File: config.mk
export PLATFORM = sky130hd
export DESIGN_NAME = image_processing_accelerator
export DESIGN_NICKNAME = d
export VERILOG_FILES = /design/src/rtl/img_proc_pkg.sv /design/src/rtl/pixel_byte_op.sv /design/src/rtl/image_processing_accelerator.sv
export SDC_FILE = /design/constraint.sdc
export NUM_CORES = 1
export LEC_CHECK = 0
export ABC_AREA = 1
export BUFFER_PORTS_ARGS = -buffer_cell sky130_fd_sc_hd__buf_2
export CAP_MARGIN = 20
export CORE_ASPECT_RATIO = 0.6
export CORE_MARGIN = 8
export CORE_UTILIZATION = 55
export CTS_CLUSTER_DIAMETER = 200
export CTS_CLUSTER_SIZE = 8
export DETAILED_ROUTE_END_ITERATION = 10
export GPL_ROUTABILITY_DRIVEN = 0
export PLACE_DENSITY = 0.76
export SKIP_LAST_GASP = 1
export SLEW_MARGIN = 20
export SYNTH_ARGS = -nofsm -noshare
export SYNTH_HDL_FRONTEND = slang
export SYNTH_SLANG_ARGS = --single-unit
File: constraint.sdc
create_clock -name clk -period 7 [get_ports clk]
set_clock_uncertainty 0.2 [all_clocks]
set_input_delay 0.7 -clock clk [delete_from_list [all_inputs] [get_ports clk]]
set_output_delay 0.7 -clock clk [all_outputs]
set_load 0.005 [all_outputs]
File: src/rtl/img_proc_pkg.sv
// rtl/img_proc_pkg.sv - shared constants and types for the image point-operation engine
//
// Purpose: colour byte width, per-port op modes, output source tags and the
// default BMP header length shared by the accelerator and its byte operator.
package img_proc_pkg;

  localparam int COLOR_SIZE       = 8;
  localparam int HEADER_BYTES_DEF = 54;

  typedef enum logic [1:0] {
    MODE_BYPASS   = 2'b00,
    MODE_BRIGHTEN = 2'b01,
    MODE_DARKEN   = 2'b10,
    MODE_END      = 2'b11
  } mode_e;

  localparam logic [1:0] SRC_NONE = 2'b00;
  localparam logic [1:0] SRC_SLV0 = 2'b01;
  localparam logic [1:0] SRC_SLV1 = 2'b10;

endpackage

File: src/rtl/pixel_byte_op.sv
// rtl/pixel_byte_op.sv - combinational saturating brighten/darken of one colour byte
//
// Ports:
//   byte_in   colour byte from the selected input lane
//   proc_val  brighten/darken operand
//   mode      op select (bypass, brighten, darken; end-of-image behaves as bypass)
//   is_header lane belongs to the BMP header and must pass untouched
//   byte_out  resulting byte
module pixel_byte_op
  import img_proc_pkg::*;
(
  input  logic [COLOR_SIZE-1:0] byte_in,
  input  logic [COLOR_SIZE-1:0] proc_val,
  input  mode_e                 mode,
  input  logic                  is_header,
  output logic [COLOR_SIZE-1:0] byte_out
);

  // One extra bit catches the carry (brighten) or the borrow (darken).
  logic [COLOR_SIZE:0] sum;
  logic [COLOR_SIZE:0] diff;

  always_comb begin
    sum      = {1'b0, byte_in} + {1'b0, proc_val};
    diff     = {1'b0, byte_in} - {1'b0, proc_val};
    byte_out = byte_in;
    if (!is_header) begin
      case (mode)
        MODE_BRIGHTEN: byte_out = sum[COLOR_SIZE]  ? '1 : sum[COLOR_SIZE-1:0];
        MODE_DARKEN:   byte_out = diff[COLOR_SIZE] ? '0 : diff[COLOR_SIZE-1:0];
        default:       byte_out = byte_in;
      endcase
    end
  end

endmodule

File: src/rtl/image_processing_accelerator.sv
// rtl/image_processing_accelerator.sv - two-port BMP byte-stream point-operation engine
//
// Ports:
//   clk, rst_n                       clock, synchronous active-low reset
//   slvN_mode/_data_valid/_proc_val/_data/_ready   input ports 0 and 1
//   mstr0_data, mstr0_data_valid     registered output word and source tag
//   mstr0_ready                      downstream accept
//   mstr0_cmplt                      one-cycle end-of-image pulse
module image_processing_accelerator
  import img_proc_pkg::*;
#(
  parameter int DATA_WIDTH   = 32,
  parameter int HEADER_BYTES = HEADER_BYTES_DEF
) (
  input  logic                  clk,
  input  logic                  rst_n,
  input  logic [1:0]            slv0_mode,
  input  logic                  slv0_data_valid,
  input  logic [COLOR_SIZE-1:0] slv0_proc_val,
  input  logic [DATA_WIDTH-1:0] slv0_data,
  output logic                  slv0_ready,
  input  logic [1:0]            slv1_mode,
  input  logic                  slv1_data_valid,
  input  logic [COLOR_SIZE-1:0] slv1_proc_val,
  input  logic [DATA_WIDTH-1:0] slv1_data,
  output logic                  slv1_ready,
  output logic                  mstr0_cmplt,
  input  logic                  mstr0_ready,
  output logic [DATA_WIDTH-1:0] mstr0_data,
  output logic [1:0]            mstr0_data_valid
);

  localparam int          LANES = DATA_WIDTH / COLOR_SIZE;
  localparam logic [31:0] STEP  = 32'(LANES);
  localparam logic [31:0] HDR   = 32'(HEADER_BYTES);

  logic [31:0]           cnt0_q, cnt0_d, cnt1_q, cnt1_d;
  logic [1:0]            prev0_q, prev0_d, prev1_q, prev1_d;
  logic                  cmplt_q, cmplt_d;
  logic [DATA_WIDTH-1:0] data_q, data_d;
  logic [1:0]            tag_q, tag_d;

  logic                  adv, end0, end1, acc0, acc1;
  logic [DATA_WIDTH-1:0] sel_data, proc_word;
  logic [COLOR_SIZE-1:0] sel_proc;
  mode_e                 sel_mode;
  logic [31:0]           sel_cnt;

  // Counter advance saturates at the header length: past the header every
  // lane is pixel data, so the exact index no longer matters.
  function automatic logic [31:0] cnt_next(logic [31:0] cnt, logic acc, logic is_end);
    if (is_end)                  return '0;
    else if (!acc)               return cnt;
    else if (cnt + STEP >= HDR)  return HDR;
    else                         return cnt + STEP;
  endfunction

  always_comb begin
    adv        = (tag_q == SRC_NONE) | mstr0_ready;
    end0       = slv0_mode == MODE_END;
    end1       = slv1_mode == MODE_END;
    slv0_ready = adv & ~end0;
    slv1_ready = adv & ~end1 & ~(slv0_data_valid & ~end0);
    acc0       = slv0_data_valid & slv0_ready;
    acc1       = slv1_data_valid & slv1_ready;
    // acc0 and acc1 are mutually exclusive, so port 1 is picked only on its own accept.
    sel_data   = acc1 ? slv1_data : slv0_data;
    sel_proc   = acc1 ? slv1_proc_val : slv0_proc_val;
    sel_mode   = acc1 ? mode_e'(slv1_mode) : mode_e'(slv0_mode);
    sel_cnt    = acc1 ? cnt1_q : cnt0_q;
  end

  // Lane 0 (file byte cnt) sits in the most significant byte.
  for (genvar k = 0; k < LANES; k++) begin : g_lane
    logic lane_hdr;
    assign lane_hdr = (sel_cnt + 32'(k)) < HDR;
    pixel_byte_op u_op (
      .byte_in   (sel_data[DATA_WIDTH-1-COLOR_SIZE*k -: COLOR_SIZE]),
      .proc_val  (sel_proc),
      .mode      (sel_mode),
      .is_header (lane_hdr),
      .byte_out  (proc_word[DATA_WIDTH-1-COLOR_SIZE*k -: COLOR_SIZE])
    );
  end

  always_comb begin
    cnt0_d  = cnt_next(cnt0_q, acc0, end0);
    cnt1_d  = cnt_next(cnt1_q, acc1, end1);
    prev0_d = slv0_mode;
    prev1_d = slv1_mode;
    // Either port rising into end-of-image gives one shared pulse.
    cmplt_d = (end0 & (prev0_q != MODE_END)) | (end1 & (prev1_q != MODE_END));
    data_d  = data_q;
    tag_d   = tag_q;
    if (adv) begin
      tag_d = acc0 ? SRC_SLV0 : (acc1 ? SRC_SLV1 : SRC_NONE);
      if (acc0 | acc1) data_d = proc_word;
    end
  end

  always_ff @(posedge clk) begin
    if (!rst_n) begin
      cnt0_q  <= '0;
      cnt1_q  <= '0;
      prev0_q <= MODE_BYPASS;
      prev1_q <= MODE_BYPASS;
      cmplt_q <= 1'b0;
      data_q  <= '0;
      tag_q   <= SRC_NONE;
    end else begin
      cnt0_q  <= cnt0_d;
      cnt1_q  <= cnt1_d;
      prev0_q <= prev0_d;
      prev1_q <= prev1_d;
      cmplt_q <= cmplt_d;
      data_q  <= data_d;
      tag_q   <= tag_d;
    end
  end

  assign mstr0_cmplt      = cmplt_q;
  assign mstr0_data       = data_q;
  assign mstr0_data_valid = tag_q;

endmodule

==> results of run 1 <==
## path summary, 6_finish.rpt
path / from / endpoint / slack (ps) / cells after the start
max: slv1_data_valid / mstr0_data[18] / 1450 / 13
min: mstr0_data[31] / mstr0_data[31] / 270 / 2
max reg2reg: mstr0_data_valid[1] / mstr0_data[18] / 1850 / 13
min reg2reg: mstr0_data[31] / mstr0_data[31] / 270 / 2
## final cells by class
cell class | count | area, sq um | area share
flip-flops and latches | 101 | 2020 | 0.175
multi-input cells | 1349 | 7320 | 0.633
clock inverters | 4 | 72.6 | 0.00628
repair buffers | 139 | 731 | 0.0632
inverters | 231 | 867 | 0.0750
well taps | 246 | 308 | 0.0266
clock buffers | 11 | 243 | 0.0210
## logic make-up after synthesis
family	Yosys count
buffers and inverters	289
flip-flops	101
XOR/XNOR	71
AND/OR/NAND/NOR	944
multiplexers	2
AO/OA/AOI/OAI	252
adder cells (fa/ha/maj)	80
## per-layer routing
metal  wire, um  GRT usage  up-vias  part of all wire
met4        308     0.0527        4            0.0088
met3       5760      0.124       33              0.16
met5         98     0.0253        -            0.0028
li1           -          -     5768                 -
met2      12700      0.358      672              0.36
met1      16300      0.424     5322              0.46
## sequential cells by signal, indices dropped and copies added (netlist names)
name              cells
mstr0_data_valid      2
cnt1_q               31
mstr0_cmplt           1
prev0_q               2
prev1_q               2
mstr0_data           32
cnt0_q               31
## power breakdown
part | total [uW] | switching, uW | internal (uW)
combinational | 814 | 542 | 272
clock | 565 | 243 | 322
sequential | 629 | 24.3 | 605
## metrics by stage
| step | total power (uW) | setup WS (ps) | area (sq um) | hold WS, ps | utilization |
|---|---|---|---|---|---|
| after global placement | 1410 | 1430 | 11200 | 253 | 0.596 |
| after global routing | 2110 | 1030 | 11600 | 288 | 0.612 |
| after CTS | 1980 | 1670 | 11600 | 266 | 0.612 |
| after detailed placement | 1420 | 1300 | 11200 | 255 | 0.596 |
| after floorplan | 1190 | 1760 | 10500 | 251 | - |
| final | 2010 | 1450 | 11600 | 268 | 0.612 |
## tightest hold or removal path, stage by stage (launching register included)
cell	delay, ps
dfxtp_1	310
nand2_1	60
a21oi_1	50
## placed cells by master, fill, tap and decap left out, types with 8 or more instances in the layout
| master | count |
|---|---|
| a21oi_1 | 81 |
| buf_2 | 125 |
| buf_4 | 14 |
| clkbuf_16 | 9 |
| dfxtp_1 | 101 |
| fa_1 | 8 |
| ha_1 | 72 |
| inv_1 | 220 |
| inv_2 | 8 |
| nand2_1 | 498 |
| nand2_2 | 24 |
| nand3_1 | 107 |
| nand3_2 | 10 |
| nand4_1 | 30 |
| nor2_1 | 148 |
| nor2_2 | 13 |
| nor2_4 | 8 |
| nor3_1 | 63 |
| o211ai_1 | 11 |
| o21ai_0 | 112 |
| o21bai_1 | 8 |
| or2_2 | 19 |
| xor2_1 | 66 |
==> impl_metrics.sql, run 1 <==
INSERT INTO impl_metrics (metric_group, metric, value, unit) VALUES
('run_status', 'outcome', 'finished clean', ''),
('yosys', 'synth_top_cell_by_area', 'dfxtp_1', ''),
('yosys', 'synth.top_cell.area_share', '0.192', ''),
('die', 'pin_count', '126', ''),
('cts', 'htree_num_levels', '3', ''),
('detailed_routing', 'total_number_of_vias', '11800', ''),
('setup_path', 'critical_path_buf_inv_count', '5', ''),
('sta', 'max_freq', '0.180', 'GHz'),
('sta', 'maxSlewViolCount', '0', ''),
('layout', 'final_cells', '2081', ''),
('die', 'chipHeight', '123', 'um'),
('cts', 'cts_tree', 'done', ''),
('grt', 'grt_pass1_vias', '10200', ''),
('cts', 'ctsHoldBuffers', '0', ''),
('die', 'die_footprint', '0.0239', 'sq mm'),
('layout', 'drive_above_1_share', '0.135', ''),
('placement', 'place.detailed.instances', '2066', ''),
('cts', 'maximum_root_to_sink_buffer_count', '2', ''),
('die', 'dieWidth', '194', 'um'),
('detailed_routing', 'dr.pass1.iters', '6', ''),
('flow_run', 'cap_viol_max_count', '0', ''),
('sta', 'maxSlewHeadroom', '0.317', ''),
('setup_path', 'worst_ep_arrival_time', '5570', 'ps'),
('yosys', 'most_instantiated_library_cell_after_synthesis', 'nand2_1', ''),
('layout', 'insertedDiodeCount', '0', ''),
('sta', 'setup_total_negative_slack', '0', 'ps'),
('yosys', 'synthXorXnorAreaFrac', '0.0592', ''),
('grt', 'grt_first_pass_wirelength', '54600', 'um'),
('yosys', 'synthTopCellsByArea', 'dfxtp_1 19%, nand2_1 18%, ha_1 8.6%', ''),
('setup_path', 'required', '7030', 'ps'),
('grt', 'antenna_found_initial', '1', ''),
('setup_path', 'cp_cell_sequence', 'buf_2 > nand4_4 > inv_1 > buf_4 > or2_2 > o21ai_0 > ha_1 > inv_1 > nand2_2 > inv_2 > o211ai_1 > o211ai_1 > a21oi_1', ''),
('cts', 'clk_latency', '360', 'ps'),
('yosys', 'yosysUniqueCellTypes', '54', ''),
('setup_path', 'timing_worst_setup_path_type', 'in2reg', ''),
('setup_path', 'crit_family', 'buffers and inverters', ''),
('cts', 'tritoncts.num_buffers', '9', ''),
('detailed_routing', 'remaining_drc_errors', '0', ''),
('sta', 'grt_setup_unrepaired', 'false', ''),
('cts', 'clkSinkCount', '101', ''),
('die', 'placeableCoreArea', '0.0189', 'sq mm'),
('detailed_routing', 'ant_nets', '0', ''),
('placement', 'post-dp-hpwl', '28100', 'um'),
('die', 'std_cell_rows', '39', ''),
('layout', 'area_growth_syn_to_layout', '10.0', '%'),
('hold_path', 'worst_hold_path_type', 'reg2reg', ''),
('pwr', 'worst_ir_drop_vdd', '0.150', 'mV'),
('yosys', 'yosys-top-cells-count', '498 x nand2_1, 220 x inv_1, 149 x nor2_1', ''),
('grt', 'gr-usage-all-layers', '0.283', ''),
('placement', 'port_buffers', '125', ''),
('yosys', 'synth-async-reset-ratio', '0', ''),
('die', 'start_util', '0.557', ''),
('sta', 'final_min_period_over_clock_period', '0.792', ''),
('yosys', 'synthesis.area', '0.0105', 'sq mm'),
('grt', 'grt.overflow.total', '0', ''),
('sta', 'tightest_slew', '1020', 'ps'),
('setup_path', 'crit_path_top_delay_cell', 'inv_1', ''),
('yosys', 'synth_simple_gate_area_frac', '0.401', ''),
('yosys', 'synth.area.mux_share', '0.00190', ''),
('yosys', 'synth-warning-count', '0', ''),
('cts', 'cts_root_buf', 'clkbuf_16', ''),
('cts', 'clk_pin_slew_worst_paths', '70', 'ps'),
('yosys', 'synth_edf_count', '0', ''),
('pwr', 'power-per-cell-area', '174', 'mW/mm^2'),
('yosys', 'syn-num-nets', '1908', ''),
('setup_path', 'slowest_delay', '670', 'ps'),
('cts', 'postCtsResizedCells', '0', ''),
('detailed_routing', 'avgViaCountPerCell', '5.67', ''),
('yosys', 'synth_adder_area_share', '0.101', ''),
('detailed_routing', 'initial_detailed_routing_violation_count', '1425', ''),
('detailed_routing', 'total_detailed_routing_wirelength', '35100', 'um');
No activity file was read; power rests on OpenSTA's default activity.
==> run 2: changes to the inputs <==
--- a/config.mk
+++ b/config.mk
@@ -5,17 +5,17 @@
 export SDC_FILE = /design/constraint.sdc
 export NUM_CORES = 1
 export LEC_CHECK = 0
-export ABC_AREA = 1
+export ABC_AREA = 0
 export BUFFER_PORTS_ARGS = -buffer_cell sky130_fd_sc_hd__buf_2
 export CAP_MARGIN = 20
 export CORE_ASPECT_RATIO = 0.6
 export CORE_MARGIN = 8
-export CORE_UTILIZATION = 55
+export CORE_UTILIZATION = 54
 export CTS_CLUSTER_DIAMETER = 200
 export CTS_CLUSTER_SIZE = 8
 export DETAILED_ROUTE_END_ITERATION = 10
 export GPL_ROUTABILITY_DRIVEN = 0
-export PLACE_DENSITY = 0.76
+export PLACE_DENSITY = 0.78
 export SKIP_LAST_GASP = 1
 export SLEW_MARGIN = 20
 export SYNTH_ARGS = -nofsm -noshare
==> constraint.sdc (replaced) <==
create_clock -name clk -period 4.5 [get_ports clk]
set_clock_uncertainty 0.2 [all_clocks]
set_input_delay 0.45 -clock clk [delete_from_list [all_inputs] [get_ports clk]]
set_output_delay 0.45 -clock clk [all_outputs]
set_load 0.005 [all_outputs]
==> run 2 against run 1 <==
Sequential share of layout area up 0.54 points; largest power group unchanged; first-iteration DRC count shrank 8.5%; setup slack got worse by 1100 ps; count of clock-buffer cells in the layout fell by 1; utilization up 0.52 points; clock power increased by 57%; wire length shrank 6.5%; non-clock buffer count is 29 higher; hold slack lost 140 ps; register-to-register slack got worse by 1500 ps; critical path type is now reg2reg.
==> impl_metrics.sql, run 2 <==
INSERT INTO impl_metrics (metric_group, metric, value, unit) VALUES
('layout', 'finalNetCount', '1641', ''),
('sta', 'maxSlewHeadroom', '0.401', ''),
('pwr', 'worst_ir_drop_vdd', '0.173', 'mV'),
('setup_path', 'worst_ep_arrival_time', '4230', 'ps'),
('die', 'pin_count', '126', ''),
('detailed_routing', 'initial_detailed_routing_violation_count', '1304', ''),
('detailed_routing', 'total_number_of_vias', '10800', ''),
('grt', 'antenna_found_initial', '2', ''),
('yosys', 'yosys-top-cells-count', '204 x nand2_1, 122 x nor2_1, 101 x dfxtp_1', ''),
('yosys', 'syn-num-nets', '1562', ''),
('yosys', 'synthesis.area', '0.0101', 'sq mm'),
('yosys', 'synth-warning-count', '0', ''),
('pwr', 'power.share.switching', '0.366', ''),
('yosys', 'postSynth.topFlopCell', 'dfxtp_1', ''),
('sta', 'timing.final.crit_period', '4170', 'ps'),
('detailed_routing', 'ant_nets', '0', ''),
('pwr', 'clkPwrFrac', '0.304', ''),
('grt', 'grt.overflow.total', '0', ''),
('placement', 'placed_cell_area', '0.0109', 'sq mm'),
('setup_path', 'rr_endpoint', 'mstr0_data[18]', ''),
('setup_path', 'crit_path_max_fanout', '12', ''),
('die', 'chipHeight', '122', 'um'),
('layout', 'utilization', '0.617', ''),
('yosys', 'synthTopCellsByArea', 'dfxtp_1 20%, ha_1 9.0%, nand2_1 7.6%', ''),
('setup_path', 'reg2regPathDepth', '16', ''),
('cts', 'cts_tree', 'done', ''),
('layout', 'area_growth_syn_to_layout', '11.5', '%'),
('setup_path', 'timing_worst_setup_path_type', 'reg2reg', ''),
('setup_path', 'ff2ff_setup_slack', '330', 'ps'),
('layout', 'drive_above_1_share', '0.153', ''),
('placement', 'worst_slack_placed', '51.7', 'ps'),
('yosys', 'avgSynthCellArea', '7.22', 'sq um'),
('hold_path', 'hold_end', 'prev1_q[0]', ''),
('die', 'die_footprint', '0.0234', 'sq mm'),
('layout', 'layout_common_cells', '204 x nand2_1, 125 x buf_2, 120 x nor2_1, 101 x dfxtp_1, 84 x a21oi_1', ''),
('detailed_routing', 'avgViaCountPerCell', '6.31', ''),
('layout', 'postLayoutCellArea', '0.0112', 'sq mm'),
('sta', 'maxSlewViolCount', '0', ''),
('placement', 'post-dp-hpwl', '25300', 'um'),
('grt', 'grt_first_pass_wirelength', '52500', 'um'),
('cts', 'tritoncts.num_buffers', '9', ''),
('pwr', 'power-per-cell-area', '260', 'mW/mm^2'),
('placement', 'port_buffers', '125', ''),
('sta', 'timing.final.hold_violations', '0', ''),
('grt', 'grt_max_degree', '41', ''),
('cts', 'maximum_root_to_sink_buffer_count', '2', ''),
('cts', 'ctsHoldBuffers', '0', ''),
('grt', 'gr-usage-all-layers', '0.276', ''),
('hold_path', 'hold_path_startpoint', 'slv1_mode[0]', ''),
('sta', 'setup_total_negative_slack', '0', 'ps'),
('yosys', 'synth_top_cell_by_area', 'dfxtp_1', ''),
('grt', 'grt_pass1_vias', '9876', ''),
('sta', 'grt_setup_unrepaired', 'false', ''),
('setup_path', 'required', '4570', 'ps'),
('yosys', 'synth_sequential_area_ratio', '0.201', ''),
('detailed_routing', 'total_detailed_routing_wirelength', '32900', 'um'),
('layout', 'largest_register_ffs', '32', ''),
('yosys', 'synth.ff_latch_count', '101', ''),
('sta', 'setup_viol', '0', ''),
('yosys', 'synth-async-reset-ratio', '0', ''),
('yosys', 'synth_edf_count', '0', ''),
('hold_path', 'hold_depth', '2', ''),
('cts', 'htree_num_levels', '3', ''),
('sta', 'final_min_period_over_clock_period', '0.926', ''),
('cts', 'cts_root_buf', 'clkbuf_16', ''),
('setup_path', 'critPathLaunchType', 'flip-flop', ''),
('yosys', 'yosysUniqueCellTypes', '84', ''),
('cts', 'clk_pin_slew_worst_paths', '80', 'ps'),
('setup_path', 'critPathCaptureType', 'flip-flop', ''),
('yosys', 'synth.top_cell.area_share', '0.201', ''),
('run_status', 'outcome', 'finished clean', ''),
('pwr', 'seq_power_share', '0.332', ''),
('pwr', 'int_power', '1850', 'uW'),
('detailed_routing', 'remaining_drc_errors', '0', ''),
('cts', 'clkSinkCount', '101', ''),
('sta', 'post-route-worst-setup-slack', '334', 'ps'),
('yosys', 'most_instantiated_library_cell_after_synthesis', 'nand2_1', ''),
('pwr', 'switching_power', '1070', 'uW'),
('cts', 'cts_post_setup_buffers_inserted', '0', ''),
('flow_run', 'cap_viol_max_count', '0', ''),
('sta', 'tightest_slew', '891', 'ps'),
('pwr', 'cellLeakagePower', '0.00486', 'uW'),
('hold_path', 'worst_hold_path_type', 'in2reg', ''),
('sta', 'max_freq', '0.240', 'GHz'),
('detailed_routing', 'wire_per_inst', '19.1', 'um'),
('die', 'dieWidth', '192', 'um'),
('detailed_routing', 'dr.pass1.iters', '6', ''),
('setup_path', 'regToRegStartpoint', 'mstr0_data_valid[1]', ''),
('cts', 'clk_latency', '370', 'ps'),
('layout', 'layout.cells.most_common', 'nand2_1', ''),
('yosys', 'synth_cells', '1393', ''),
('pwr', 'power_frac_comb', '0.364', ''),
('die', 'placeableCoreArea', '0.0182', 'sq mm'),
('die', 'std_cell_rows', '38', ''),
('die', 'start_util', '0.554', '');
-- run 2: cell count changes after synthesis, sizes merged, moves of 43 or more --
cell   delta
nand2   -320
inv     -160
nand3    -58
xor2     -49
nor2     -48
o21ai    -43
-- run 2: metrics by stage --
step           power, uW  hold slack, ps  instances
5_1_grt             3060             123       1719
2_1_floorplan       1680             248       1393
6_report            2920             126       1719
3_5_place_dp        2010             244       1701
3_3_place_gp        1990             238       1701
4_1_cts             2890             112       1717
-- run 2: logic make-up after synthesis --
kind of cell | share of synthesized area
compound gates | 0.230
simple gates | 0.300
mux | 0.0388
flops | 0.201
xor+xnor | 0.0488
buf+inv | 0.0755
fa+ha+maj | 0.105
-- run 2: worst max-delay path by stage --
stage                             start  depth (start not counted)              to
floorplan               slv0_data_valid                         21  mstr0_data[18]
global route        mstr0_data_valid[1]                         17  mstr0_data[18]
CTS                 mstr0_data_valid[1]                         16  mstr0_data[19]
detailed placement          mstr0_ready                         18  mstr0_data[19]
finish              mstr0_data_valid[1]                         16  mstr0_data[18]
global placement           slv0_mode[0]                         18   mstr0_data[4]
-- run 2: power by group through the flow --
| stage | Clock (uW) | Sequential (uW) | Combinational (uW) |
|---|---|---|---|
| after floorplan | 0 | 984 | 694 |
| final | 886 | 969 | 1060 |
| after detailed placement | 0 | 988 | 1020 |
| after global routing | 929 | 973 | 1160 |
| after CTS | 895 | 967 | 1030 |
| after global placement | 0 | 987 | 1000 |
-- run 2: critical path, stage by stage (launching register included) --
cell	delay (ps)
dfxtp_1	360
o21bai_4	220
and4_4	380
buf_4	220
mux2i_1	270
inv_1	130
fa_1	480
nor2b_1	150
o21ai_1	210
a21oi_1	120
o21a_1	180
nor2_1	180
o31ai_1	190
o21a_1	220
a211oi_1	190
o21ai_0	120
a32o_1	250
-- run 2: repair_timing --
item,CTS,global route
setup endpoints to repair,0,14
resized for setup,0,4
hold endpoints to repair,0,0
-- run 2: area by class of cell --
cell class | instances | area (sq um)
inverter | 69 | 262
clock inverter | 6 | 86.3
multi-input combinational | 1123 | 7330
sequential | 101 | 2020
tap | 240 | 300
timing repair buffer | 168 | 973
fill | 1646 | 6950
antenna | 2 | 5.00
clock buffer | 10 | 239
-- run 2: per-layer routing --
| layer | global-route usage | wire length (um) |
|---|---|---|
| met3 | 0.0985 | 4590 |
| met1 | 0.409 | 15300 |
| met4 | 0.0675 | 507 |
| met5 | 0 | 0 |
| met2 | 0.367 | 12500 |
==> run 3: changes to the inputs <==
--- a/config.mk
+++ b/config.mk
@@ -9,13 +9,12 @@
 export BUFFER_PORTS_ARGS = -buffer_cell sky130_fd_sc_hd__buf_2
 export CAP_MARGIN = 20
 export CORE_ASPECT_RATIO = 0.6
-export CORE_MARGIN = 8
-export CORE_UTILIZATION = 54
+export CORE_UTILIZATION = 40
 export CTS_CLUSTER_DIAMETER = 200
 export CTS_CLUSTER_SIZE = 8
 export DETAILED_ROUTE_END_ITERATION = 10
 export GPL_ROUTABILITY_DRIVEN = 0
-export PLACE_DENSITY = 0.78
+export RECOVER_POWER = 25
 export SKIP_LAST_GASP = 1
 export SLEW_MARGIN = 20
 export SYNTH_ARGS = -nofsm -noshare
==> run 3 against run 2 <==
Count of clock-buffer cells in the layout fell by 1; clock power is 7.1% lower; die area grew 10%; final area increased by 1.8%; first-iteration DRC count decreased by 4.4%; fmax is 0.19% higher; non-clock buffer count up 22; combinational power grew 4%; critical path type unchanged; critical endpoint is now mstr0_data[0]; largest power group unchanged.
==> impl_metrics.sql, run 3 (same netlist as run 2, synthesis figures left out) <==
INSERT INTO impl_metrics (metric_group, metric, value, unit) VALUES
('run_status', 'outcome', 'finished clean', ''),
('cts', 'clk_latency', '390', 'ps'),
('setup_path', 'worst_ep_arrival_time', '4270', 'ps'),
('setup_path', 'crit_path_top_delay_cell', 'nor4_4', ''),
('die', 'dieWidth', '207', 'um'),
('cts', 'clk_pin_slew_worst_paths', '90', 'ps'),
('sta', 'timing.final.hold_violations', '0', ''),
('grt', 'grt_max_degree', '32', ''),
('sta', 'post-route-worst-setup-slack', '342', 'ps'),
('pwr', 'power_frac_comb', '0.381', ''),
('pwr', 'switching_power', '1120', 'uW'),
('pwr', 'power.share.switching', '0.388', ''),
('flow_run', 'cap_viol_max_count', '0', ''),
('grt', 'grt_first_pass_wirelength', '54800', 'um'),
('layout', 'finalNetCount', '1663', ''),
('pwr', 'finalPower', '2890', 'uW'),
('sta', 'setup_viol', '0', ''),
('grt', 'gr-usage-all-layers', '0.272', ''),
('pwr', 'seq_power_share', '0.335', ''),
('die', 'pin_count', '126', ''),
('detailed_routing', 'initial_detailed_routing_violation_count', '1247', ''),
('pwr', 'cellLeakagePower', '0.00488', 'uW'),
('sta', 'timing.final.crit_period', '4160', 'ps'),
('cts', 'tritoncts.num_buffers', '9', ''),
('placement', 'post-dp-hpwl', '26800', 'um'),
('sta', 'hold_ws', '120', 'ps'),
('detailed_routing', 'avgViaCountPerCell', '5.91', ''),
('pwr', 'power-per-cell-area', '254', 'mW/mm^2'),
('detailed_routing', 'wire_per_inst', '19.1', 'um'),
('grt', 'grt.overflow.total', '0', ''),
('sta', 'tightest_slew', '873', 'ps'),
('die', 'std_cell_rows', '44', ''),
('die', 'start_util', '0.411', ''),
('cts', 'htree_num_levels', '3', ''),
('sta', 'maxSlewViolCount', '0', ''),
('setup_path', 'cp_cell_sequence', 'o21bai_4 > and4_4 > nand2_1 > o21ai_0 > ha_1 > nand3_1 > nor2_2 > and2_0 > nand3_1 > xor2_1 > a31oi_1 > nor4_4 > a41oi_2 > buf_4 > or2_0 > a31oi_1', ''),
('placement', 'worst_slack_placed', '99.3', 'ps'),
('detailed_routing', 'total_number_of_vias', '10800', ''),
('setup_path', 'slowest_delay', '380', 'ps'),
('cts', 'maximum_root_to_sink_buffer_count', '2', ''),
('hold_path', 'worst_hold_path_type', 'in2reg', ''),
('die', 'die_footprint', '0.0258', 'sq mm'),
('setup_path', 'critPathCaptureType', 'flip-flop', ''),
('sta', 'final_min_period_over_clock_period', '0.924', ''),
('layout', 'layout_common_cells', '204 x nand2_1, 121 x nor2_1, 107 x buf_2, 101 x dfxtp_1, 85 x a21oi_1', ''),
('detailed_routing', 'dr.pass1.iters', '8', ''),
('setup_path', 'timing_worst_setup_path_type', 'reg2reg', ''),
('die', 'chipHeight', '125', 'um'),
('cts', 'ctsHoldBuffers', '0', ''),
('cts', 'clkSinkCount', '101', ''),
('pwr', 'worst_ir_drop_vdd', '0.164', 'mV'),
('pwr', 'clkPwrFrac', '0.284', ''),
('die', 'placeableCoreArea', '0.0244', 'sq mm'),
('layout', 'largest_register_ffs', '32', ''),
('detailed_routing', 'ant_nets', '0', ''),
('setup_path', 'required', '4610', 'ps'),
('cts', 'cts_root_buf', 'clkbuf_16', ''),
('setup_path', 'crit_path_max_fanout', '16', ''),
('pwr', 'int_power', '1770', 'uW'),
('cts', 'cts_tree', 'done', ''),
('layout', 'layout.cells.most_common', 'nand2_1', ''),
('placement', 'port_buffers', '125', ''),
('grt', 'grt_pass1_vias', '9804', ''),
('layout', 'drive_above_1_share', '0.151', ''),
('sta', 'grt_setup_unrepaired', 'false', ''),
('grt', 'antenna_found_initial', '2', ''),
('layout', 'area_growth_syn_to_layout', '13.5', '%'),
('sta', 'max_freq', '0.240', 'GHz'),
('setup_path', 'ff2ff_setup_slack', '340', 'ps'),
('detailed_routing', 'total_detailed_routing_wirelength', '34800', 'um'),
('sta', 'maxSlewHeadroom', '0.413', ''),
('setup_path', 'critPathLaunchType', 'flip-flop', ''),
('sta', 'setup_total_negative_slack', '0', 'ps'),
('detailed_routing', 'remaining_drc_errors', '0', '');
-- run 3: through the flow --
step	std cells	instance area (sq um)	utilization
after CTS	1821	11400	0.467
after global routing	1823	11400	0.467
after floorplan	1393	10100	-
final	1823	11400	0.467
after global placement	1805	11100	0.455
after detailed placement	1805	11100	0.455
-- run 3: worst paths after layout --
path                        from              to  cells past startpoint
max          mstr0_data_valid[1]   mstr0_data[0]                     16
min reg2reg       mstr0_data[27]  mstr0_data[27]                      2
max reg2reg  mstr0_data_valid[1]   mstr0_data[0]                     16
min                 slv1_mode[1]      prev1_q[1]                      2
-- run 3: worst max-delay path: cells and delay by family, from the launching register on --
| kind | cells | cell delay, ps |
|---|---|---|
| simple gates | 8 | 1870 |
| compound gates | 5 | 830 |
| xor+xnor | 1 | 190 |
| buf+inv | 1 | 220 |
| flops | 1 | 370 |
| fa+ha+maj | 1 | 370 |
-- run 3: what timing repair did --
item	CTS	global route
buffers inserted	0	0
resized for setup	0	2
setup endpoints to repair	0	11
-- run 3: area by class of cell --
class / count / area (sq um)
diodes: 2 / 5.00
clock buffers: 9 / 225
clock inverters: 7 / 62.6
fillers: 2514 / 13000
inverters: 69 / 262
multi-input cells: 1123 / 7320
flip-flops and latches: 101 / 2020
well taps: 322 / 403
repair buffers: 190 / 1120
-- run 3: power groups by stage --
stage          sequential [uW]  clock (uW)  combinational, uW
2_1_floorplan              984           0                694
3_3_place_gp               988           0               1070
3_5_place_dp               987           0               1080
4_1_cts                    967         844               1090
5_1_grt                    973         881               1220
6_report                   969         823               1100
-- run 3: layer usage --
metal	vias to the layer above	track usage	routed length [um]
met1	5021	0.444	18000
li1	5186	-	-
met3	35	0.0704	3740
met5	-	0	0
met2	532	0.334	12600
met4	0	0.0674	484
